<file path="src/rtl/dmx_buffer_arbiter.sv">
// ============================================================================
// dmx_buffer_arbiter - round-robin share of the DMX receive buffer read port
// Rev 1.0
// ============================================================================
`default_nettype none

module dmx_buffer_arbiter #(
  parameter int N_REQ  = 10,
  parameter int ADDR_W = 9,
  parameter int DATA_W = 8
) (
  input  logic                    clk,
  input  logic                    rst,
  input  logic [N_REQ-1:0]        tx_en_i,
  input  logic [N_REQ-1:0]        req_i,
  input  logic [N_REQ-1:0]        req_sel_i,
  input  logic [N_REQ*ADDR_W-1:0] req_addr_i,
  input  logic [ADDR_W:0]         n_bytes_a_i,
  input  logic [ADDR_W:0]         n_bytes_b_i,
  output logic [N_REQ-1:0]        gnt_o,
  output logic                    rd_en_o,
  output logic                    rd_src_o,
  output logic [ADDR_W-1:0]       rd_addr_o,
  input  logic [DATA_W-1:0]       rd_data_i,
  output logic [N_REQ-1:0]        rsp_valid_o,
  output logic [DATA_W-1:0]       rsp_data_o
);

  localparam int IDX_W = (N_REQ > 1) ? $clog2(N_REQ) : 1;
  localparam logic [IDX_W:0]   N_REQ_EXT = (IDX_W+1)'(N_REQ);
  localparam logic [IDX_W-1:0] LAST_IDX  = IDX_W'(N_REQ - 1);

  logic [IDX_W-1:0]  ptr_q, ptr_d;
  logic [N_REQ-1:0]  pending_q, pending_d;
  logic [N_REQ-1:0]  gnt_q, gnt_d;
  logic              rd_en_q, rd_en_d;
  logic              oor_q, oor_d;
  logic              rd_src_q, rd_src_d;
  logic [ADDR_W-1:0] rd_addr_q, rd_addr_d;
  logic [N_REQ-1:0]  s1_vld_q;
  logic              s1_oor_q;
  logic [N_REQ-1:0]  rsp_valid_q;
  logic [DATA_W-1:0] rsp_data_q;
  logic [N_REQ-1:0]  clr_q;

  logic [N_REQ-1:0]  w_eligible;
  logic              w_found;
  logic [IDX_W-1:0]  w_win;
  logic              w_sel;
  logic [ADDR_W-1:0] w_addr;
  logic              w_in_range;

  assign w_eligible = req_i & tx_en_i & ~pending_q;

  // Rotating priority search starting at ptr_q, wrapping modulo N_REQ.
  always_comb begin
    w_found = 1'b0;
    w_win   = '0;
    for (int k = 0; k < N_REQ; k++) begin
      logic [IDX_W:0] sum;
      sum = {1'b0, ptr_q} + (IDX_W+1)'(k);
      if (sum >= N_REQ_EXT) sum = sum - N_REQ_EXT;
      if (!w_found && w_eligible[sum[IDX_W-1:0]]) begin
        w_found = 1'b1;
        w_win   = sum[IDX_W-1:0];
      end
    end
  end

  always_comb begin
    gnt_d  = '0;
    w_sel  = 1'b0;
    w_addr = '0;
    for (int i = 0; i < N_REQ; i++) begin
      if (w_found && (w_win == IDX_W'(i))) begin
        gnt_d[i] = 1'b1;
        w_sel    = req_sel_i[i];
        w_addr   = req_addr_i[i*ADDR_W +: ADDR_W];
      end
    end
  end

  always_comb begin
    w_in_range = w_sel ? ({1'b0, w_addr} < n_bytes_b_i)
                       : ({1'b0, w_addr} < n_bytes_a_i);
    rd_en_d    = w_found & w_in_range;
    oor_d      = w_found & ~w_in_range;
    rd_src_d   = w_found ? w_sel  : rd_src_q;
    rd_addr_d  = w_found ? w_addr : rd_addr_q;
    ptr_d      = ptr_q;
    if (w_found) ptr_d = (w_win == LAST_IDX) ? '0 : w_win + 1'b1;
    // Pending drops one cycle after the response so the requester can retarget.
    pending_d  = (pending_q & ~clr_q) | gnt_d;
  end

  always_ff @(posedge clk) begin
    if (rst) begin
      ptr_q       <= '0;
      pending_q   <= '0;
      gnt_q       <= '0;
      rd_en_q     <= 1'b0;
      oor_q       <= 1'b0;
      rd_src_q    <= 1'b0;
      rd_addr_q   <= '0;
      s1_vld_q    <= '0;
      s1_oor_q    <= 1'b0;
      rsp_valid_q <= '0;
      rsp_data_q  <= '0;
      clr_q       <= '0;
    end else begin
      ptr_q       <= ptr_d;
      pending_q   <= pending_d;
      gnt_q       <= gnt_d;
      rd_en_q     <= rd_en_d;
      oor_q       <= oor_d;
      rd_src_q    <= rd_src_d;
      rd_addr_q   <= rd_addr_d;
      s1_vld_q    <= gnt_q;
      s1_oor_q    <= oor_q;
      rsp_valid_q <= s1_vld_q;
      if (|s1_vld_q) rsp_data_q <= s1_oor_q ? '0 : rd_data_i;
      clr_q       <= rsp_valid_q;
    end
  end

  assign gnt_o       = gnt_q;
  assign rd_en_o     = rd_en_q;
  assign rd_src_o    = rd_src_q;
  assign rd_addr_o   = rd_addr_q;
  assign rsp_valid_o = rsp_valid_q;
  assign rsp_data_o  = rsp_data_q;

endmodule

`default_nettype wire

</file>
<file path="config.mk">
export PLATFORM = sky130hd
export DESIGN_NAME = dmx_buffer_arbiter
export DESIGN_NICKNAME = d
export VERILOG_FILES = /design/src/rtl/dmx_buffer_arbiter.sv
export SDC_FILE = /design/constraint.sdc
export NUM_CORES = 1
export LEC_CHECK = 0
export ABC_AREA = 1
export BUFFER_PORTS_ARGS = -buffer_cell sky130_fd_sc_hd__buf_2
export CAP_MARGIN = 40
export CELL_PAD_IN_SITES_DETAIL_PLACEMENT = 0
export CELL_PAD_IN_SITES_GLOBAL_PLACEMENT = 1
export CORE_ASPECT_RATIO = 1.75
export CORE_MARGIN = 2
export CORE_UTILIZATION = 38
export CTS_CLUSTER_SIZE = 16
export DETAILED_ROUTE_END_ITERATION = 8
export PLACE_DENSITY_LB_ADDON = 0.2
export SLEW_MARGIN = 20
export SYNTH_ARGS = -nofsm -noshare
export SYNTH_HDL_FRONTEND = slang
export SYNTH_SLANG_ARGS = --single-unit
</file>
<file path="constraint.sdc">
create_clock -name clk -period 8.7 [get_ports clk]
set_input_delay 0.87 -clock clk [delete_from_list [all_inputs] [get_ports clk]]
set_output_delay 0.87 -clock clk [all_outputs]
set_load 0.005 [all_outputs]
</file>
-- After elaboration in Yosys (flattened, before gate mapping)
Cells that the tools add are included.
- add/sub/neg operators: 20
- order comparisons: 22
- equality and inequality tests: 9
- multiplexer cells: 83
- bitwise logic cells: 9
- reductions and logical operators: 30
- operator list (operator ; number):
    9-bit two-way mux ; 10
    4-bit two-way mux ; 21
    4-bit by 5-bit less-than comparator with 1-bit output (second input constant) ; 10
    5-bit by 4-bit >= comparator with 1-bit output (second input constant) ; 9
    1-bit two-way mux ; 41
    1-bit binary-select mux with 4-bit select ; 10
    4-bit subtractor (second input constant) ; 10
    10-bit bitwise AND ; 3
    4-bit by 3-bit adder with 5-bit output (second input constant) ; 4
    9-bit by 10-bit less-than comparator with 1-bit output ; 2
    10-bit NOT ; 2
    1-bit logical AND ; 19
    4-bit by 3-bit equality test with 1-bit output (second input constant) ; 4
    4-bit by 2-bit adder with 5-bit output (second input constant) ; 2
    4-bit by 4-bit adder with 5-bit output (second input constant) ; 2
    10-bit OR ; 1
    10-bit OR reduction ; 1
    1-bit logical NOT ; 9
    4-bit by 2-bit equality test with 1-bit output (second input constant) ; 2
    4-bit equality test (second input constant) ; 2
    8-bit two-way mux ; 1
    4-bit by 1-bit adder with 5-bit output (second input constant) ; 1
    4-bit by 1-bit adder with 4-bit output (second input constant) ; 1
    4-bit by 1-bit equality test with 1-bit output (second input constant) ; 1
    other kinds (4) ; 5
- register bits: 75
- input bits: 150
- output and inout bits: 39
- word-level logic and storage cells: 185

-- Depth between registers and ports, before layout
- depth after elaboration: 48
- gate-level depth with buffers: 45
- gate-level depth less buffers: 45

-- Least setup slack after synthesis
Ideal clock, no wire load.
- path kind: flip-flop to flip-flop
- start: register ptr_q[1]
- end: register oor_q
- library setup time: 113 ps
- arrival: 5522 ps
- data required time: 8587 ps
- path slack: 3065 ps
- stages on the path, launching flop included: 44
- buffers on the path: 3
- period minus slack after synthesis: 5635 ps
- path through: dfxtp_1 -> buf_2 -> clkinv_1 -> ha_1 -> buf_2 -> clkinv_1 -> ha_1 -> nand2_1 -> nand2_2 -> nand2_2 -> nand2_1 -> nand2_1 -> nand2_1 -> nand3_1 -> nand2_1 -> nand2_2 -> nand3_2 -> nor2_8 -> [... 8 more ...] -> nand2_4 -> inv_6 -> a21oi_1 -> nand2_1 -> o21ai_1 -> nand3_1 -> a221oi_1 -> nand3_1 -> nand2_1 -> inv_1 -> ha_1 -> a21oi_1 -> o21a_1 -> nor2_1 -> a211oi_1 -> nand3_1 -> nand2_1 -> nor2_1
- word-level cells in the longest chain between the ends: 48
- elaborated cells on any way between the ends: 142
- classes of those cells: add/sub (19); order compare (12); eq/ne (9); mux (71); bitwise (2); reduce/logical (29)
- ends and longest elaborated chain (element ; line ; text):
    from (decl) ; 33 ; logic [IDX_W-1:0] ptr_q, ptr_d;
    from (signal assigned) ; 111 ; ptr_q <= ptr_d;
    parallel branches: the longest is 43 deep, another holds 4-bit by 1-bit adder with 5-bit output ; n/a ;
    9-bit two-way mux * ; 75 ; if (w_found && (w_win == IDX_W'(i))) begin
    via w_addr[5] ; 50 ; logic [ADDR_W-1:0] w_addr;
    9-bit by 10-bit less-than comparator with 1-bit output (on tied branches) ; 85, 84 ;
    1-bit two-way mux * ; 84 ; w_in_range = w_sel ? ({1'b0, w_addr} < n_bytes_b_i)
    1-bit NOT * ; 87 ; oor_d = w_found & ~w_in_range;
    1-bit bitwise AND * ; 87 ;
    to (signal assigned) ; 115 ; oor_q <= oor_d;
    to (decl) ; 37 ; logic oor_q, oor_d;
Mark *: on every way through the listed nets, which the timed path passes. The select of a mux whose other input is x is not followed.
A chain may end at the register's enable or synchronous reset.

-- Final worst setup path
- start: register ptr_q[1]
- end: register rd_en_q, in the netlist rd_en_o
- word-level cells in the longest chain between the ends: 47
- elaborated cells on any way between the ends: 141
- classes of those cells: add/sub (19); order compare (12); eq/ne (9); mux (71); bitwise (1); reduce/logical (29)
- ends and longest elaborated chain (element ; line ; text):
    parallel branches: the longest is 43 deep, another holds 4-bit by 1-bit adder with 5-bit output ; n/a ;
    9-bit two-way mux * ; 75 ;
    via w_addr[8] ; 50 ;
    9-bit by 10-bit less-than comparator with 1-bit output (on tied branches) ; 85, 84 ;
    1-bit two-way mux * ; 84 ;
    1-bit bitwise AND * ; 86 ; rd_en_d = w_found & w_in_range;
    to (signal assigned) ; 114 ; rd_en_q <= rd_en_d;
    to (decl) ; 36 ; logic rd_en_q, rd_en_d;
Marked as above.

==> impl_metrics.xml <==
<?xml version="1.0" encoding="UTF-8"?>
<metrics>
  <group name="layout">
    <metric name="layout-area-overhead-vs-synth" unit="%">23.7</metric>
    <metric name="multi_input_area" unit="um^2">3870</metric>
    <metric name="num-fill-cells" unit="">1704</metric>
    <metric name="insertedDiodeCount" unit="">0</metric>
    <metric name="finalNetCount" unit="">1313</metric>
    <metric name="layout-drive-gt1-share" unit="%">26.0</metric>
    <metric name="register_area" unit="um^2">1500</metric>
  </group>
  <group name="worst_setup_path">
    <metric name="worst_path_largest_cell_delay" unit="ns">0.69</metric>
    <metric name="top_delay_family_on_crit_path" unit="">simple AND/OR/NAND/NOR gates</metric>
    <metric name="timing.rr.end" unit="">rd_en_o</metric>
    <metric name="arrival" unit="ns">7.13</metric>
    <metric name="start_kind" unit="">flop</metric>
    <metric name="worstSetupPathDepth" unit="">36</metric>
    <metric name="setup.worst_path.class" unit="">reg2reg</metric>
    <metric name="most_frequent_cell_on_critical_path" unit="">nand2_1</metric>
    <metric name="regToRegSetupSlack" unit="ns">1.77</metric>
    <metric name="crit_slowest_cell" unit="">dfxtp_1</metric>
    <metric name="crit_required" unit="ns">8.90</metric>
    <metric name="reg2reg_depth" unit="">36</metric>
    <metric name="cp.buffers_inverters" unit="">7</metric>
    <metric name="worst_setup_path_end_kind" unit="">flop</metric>
    <metric name="worstPathMaxFanout" unit="">14</metric>
    <metric name="worst_r2r_startpoint" unit="">ptr_q[1]</metric>
  </group>
  <group name="synth">
    <metric name="yosys_warnings" unit="">0</metric>
    <metric name="yosysMostFrequentCell" unit="">nand2_1</metric>
    <metric name="synthesis.instances" unit="">937</metric>
    <metric name="synth-edff-count" unit="">0</metric>
    <metric name="synth_sequential_area_ratio" unit="%">24.9</metric>
    <metric name="syn_area_per_cell" unit="um^2">6.45</metric>
    <metric name="synth_fp_nets" unit="">1125</metric>
    <metric name="ys_seq_elements" unit="">75</metric>
    <metric name="synth_largest_area_cell" unit="">dfxtp_1</metric>
    <metric name="synth_top_cells_by_count" unit="">235 x nand2_1, 126 x inv_1, 92 x nor2_1, 87 x nand3_1, 75 x dfxtp_1</metric>
    <metric name="synth_area" unit="um^2">6040</metric>
    <metric name="async_flop_share" unit="%">0</metric>
    <metric name="share_of_the_synthesized_area_in_the_top_cell_type" unit="%">24.9</metric>
    <metric name="synth.top_cells.by_area" unit="">dfxtp_1 25%, nand2_1 15%, inv_1 7.8%</metric>
    <metric name="yosys_most_used_dff" unit="">dfxtp_1</metric>
    <metric name="netlist-cell-type-count" unit="">52</metric>
  </group>
  <group name="job">
    <metric name="maxCapViolations" unit="">0</metric>
  </group>
  <group name="detailed_routing">
    <metric name="detailedRoute.firstIterationViolations" unit="">203</metric>
    <metric name="wl_per_cell" unit="um">16.8</metric>
    <metric name="postRouteAntennaNets" unit="">0</metric>
    <metric name="route.vias.total" unit="">6694</metric>
    <metric name="drtPass1Iterations" unit="">5</metric>
    <metric name="routedLengthMet1" unit="mm">7.83</metric>
    <metric name="drcViolationCount" unit="">0</metric>
    <metric name="route.met2.wl" unit="mm">12.0</metric>
    <metric name="met3_wirelength" unit="mm">1.08</metric>
    <metric name="top_layer_used" unit="">met4</metric>
    <metric name="routed_wl" unit="mm">22.2</metric>
    <metric name="route.detailed.vias_per_inst" unit="">5.08</metric>
  </group>
  <group name="clock_network">
    <metric name="clock_tree.root_cell" unit="">clkbuf_16</metric>
    <metric name="htreeDepth" unit="">3</metric>
    <metric name="clk_path_buf_depth" unit="">2</metric>
    <metric name="clock_tree_from_tritoncts" unit="">done</metric>
    <metric name="cts.repair.resized" unit="">0</metric>
    <metric name="clock_sinks" unit="">75</metric>
    <metric name="postCtsSetupBuffers" unit="">0</metric>
    <metric name="cts_inserted_buffers" unit="">9</metric>
    <metric name="cts.clk_slew.worst_paths" unit="ns">0.06</metric>
    <metric name="insertion_delay" unit="ns">0.33</metric>
    <metric name="cts_hold_buffers" unit="">0</metric>
  </group>
  <group name="grt">
    <metric name="largest_net_degree_at_the_start_of_global_routing" unit="">55</metric>
    <metric name="antenna_violations_before_repair" unit="">1</metric>
    <metric name="grt_first_pass_wirelength" unit="mm">34.2</metric>
    <metric name="grt-ovfl-total" unit="">0</metric>
    <metric name="grt_pass1_vias" unit="">6711</metric>
    <metric name="grt_use_total" unit="%">26.2</metric>
  </group>
  <group name="timing">
    <metric name="fin_crit_sh" unit="%">79.6</metric>
    <metric name="max_freq" unit="MHz">144</metric>
    <metric name="clock-skew-final" unit="ns">0.00373</metric>
    <metric name="worst_slew_margin_rel" unit="%">46.0</metric>
    <metric name="timing.setup.tns" unit="ns">0</metric>
    <metric name="hold_viol" unit="">0</metric>
    <metric name="grt_setup_unrepaired" unit="">no</metric>
    <metric name="finalWorstPathRequiredPeriod" unit="ns">6.93</metric>
    <metric name="final_max_slew_viol_count" unit="">0</metric>
    <metric name="worstMarginPinSlew" unit="ns">0.807</metric>
    <metric name="final-setup-viol-count" unit="">0</metric>
  </group>
  <group name="place">
    <metric name="numPortBuffers" unit="">188</metric>
    <metric name="post-dp-hpwl" unit="mm">18.5</metric>
    <metric name="gp_congestion" unit="">0.930</metric>
  </group>
  <group name="floorplan">
    <metric name="dieHeight" unit="um">171</metric>
    <metric name="floorplan.io_pins" unit="">189</metric>
    <metric name="initial_core_util" unit="%">38.4</metric>
    <metric name="coreArea" unit="um^2">15700</metric>
    <metric name="die_width" unit="um">99.3</metric>
    <metric name="fp-row-count" unit="">61</metric>
    <metric name="fp.dieArea" unit="um^2">17000</metric>
  </group>
  <group name="run_status">
    <metric name="run_status" unit="">complete, no violations</metric>
  </group>
  <group name="min_path">
    <metric name="min-delay-path-class" unit="">reg2reg</metric>
    <metric name="hold_path_origin" unit="">oor_q</metric>
    <metric name="hold_path_end" unit="">s1_oor_q</metric>
    <metric name="number_of_cells_on_the_worst_hold_path" unit="">2</metric>
  </group>
</metrics>
[state kept, by name, indices dropped and copies added, names as in the netlist]
name and flops:
rd_src_o 1, s1_vld_q 10, rd_addr_o 9, oor_q 1
rd_en_o 1, rsp_data_o 8, pending_q 10, s1_oor_q 1
clr_q 10, rsp_valid_o 10, ptr_q 4, gnt_o 10
[routing by layer]
layer	vias to the layer above	global-route usage, %
met2	197	51.0
li1	3410	-
met1	3023	25.2
met5	-	0
met3	64	4.74
met4	0	14.7
[cells in the final DEF (no fill, tap or decap), types with 9 or more instances in the layout]
cell type / netlist / layout
ha_1: 37 / 37
dfxtp_1: 75 / 75
nor2_1: 92 / 92
xor2_1: 12 / 12
inv_1: 126 / 126
inv_2: 11 / 11
o21ai_0: 41 / 41
nand4_1: 18 / 18
nand2_2: 17 / 17
buf_2: 4 / 188
a21oi_1: 50 / 50
o21ai_1: 19 / 19
clkbuf_16: 0 / 9
nand3_1: 87 / 87
nand2_1: 235 / 235
[cell families (layout without fill, tap and decap cells)]
| group | count (synthesis) | after routing | synth area share (%) |
|---|---|---|---|
| AOI/OAI and AO/OA | 146 | 146 | 14.9 |
| DFF | 75 | 75 | 24.9 |
| buffers and inverters | 163 | 356 | 11.0 |
| and+or+nand+nor | 502 | 502 | 39.4 |
| adders and majority gates | 38 | 38 | 7.99 |
| xor gates and xnor gates | 13 | 13 | 1.88 |
[tightest hold or removal path: cells and delay by family, from the launching register on]
kind	cells	cell delay (ns)
flip-flops	1	0.30
AND/OR/NAND/NOR	1	0.03
buffers and inverters	1	0.04
[how the worst max path moves through the flow]
stage / start / to / slack [ns]
after floorplan: ptr_q[1] / oor_q / 3.06
after global placement: ptr_q[1] / oor_q / 1.72
after detailed placement: ptr_q[1] / oor_q / 1.81
after CTS: ptr_q[1] / oor_q / 1.78
after global routing: ptr_q[1] / oor_q / 1.12
final: ptr_q[1] / rd_en_o / 1.77
[metrics by stage]
stage | setup WS (ns) | std cells | cell area (um^2) | hold slack, ns | utilization, %
final | 1.77 | 1319 | 7470 | 0.417 | 47.5
after global routing | 1.12 | 1319 | 7470 | 0.430 | 47.5
after CTS | 1.78 | 1319 | 7470 | 0.418 | 47.5
after detailed placement | 1.81 | 1303 | 7160 | 0.408 | 45.5
after global placement | 1.72 | 1303 | 7160 | 0.403 | 45.5
after floorplan | 3.06 | 937 | 6040 | 0.388 | -
[final cells by class]
cell class                 instances  area share [%]
inverter                         146            7.54
tap                              189            3.17
sequential                        75            20.1
clock buffer                      10            3.20
clock inverter                     6           0.955
timing repair buffer             194            13.2
multi-input combinational        699            51.9
Power is not shown: default switching activity piles up to over one toggle a cycle in this logic, so the estimate is an artifact.
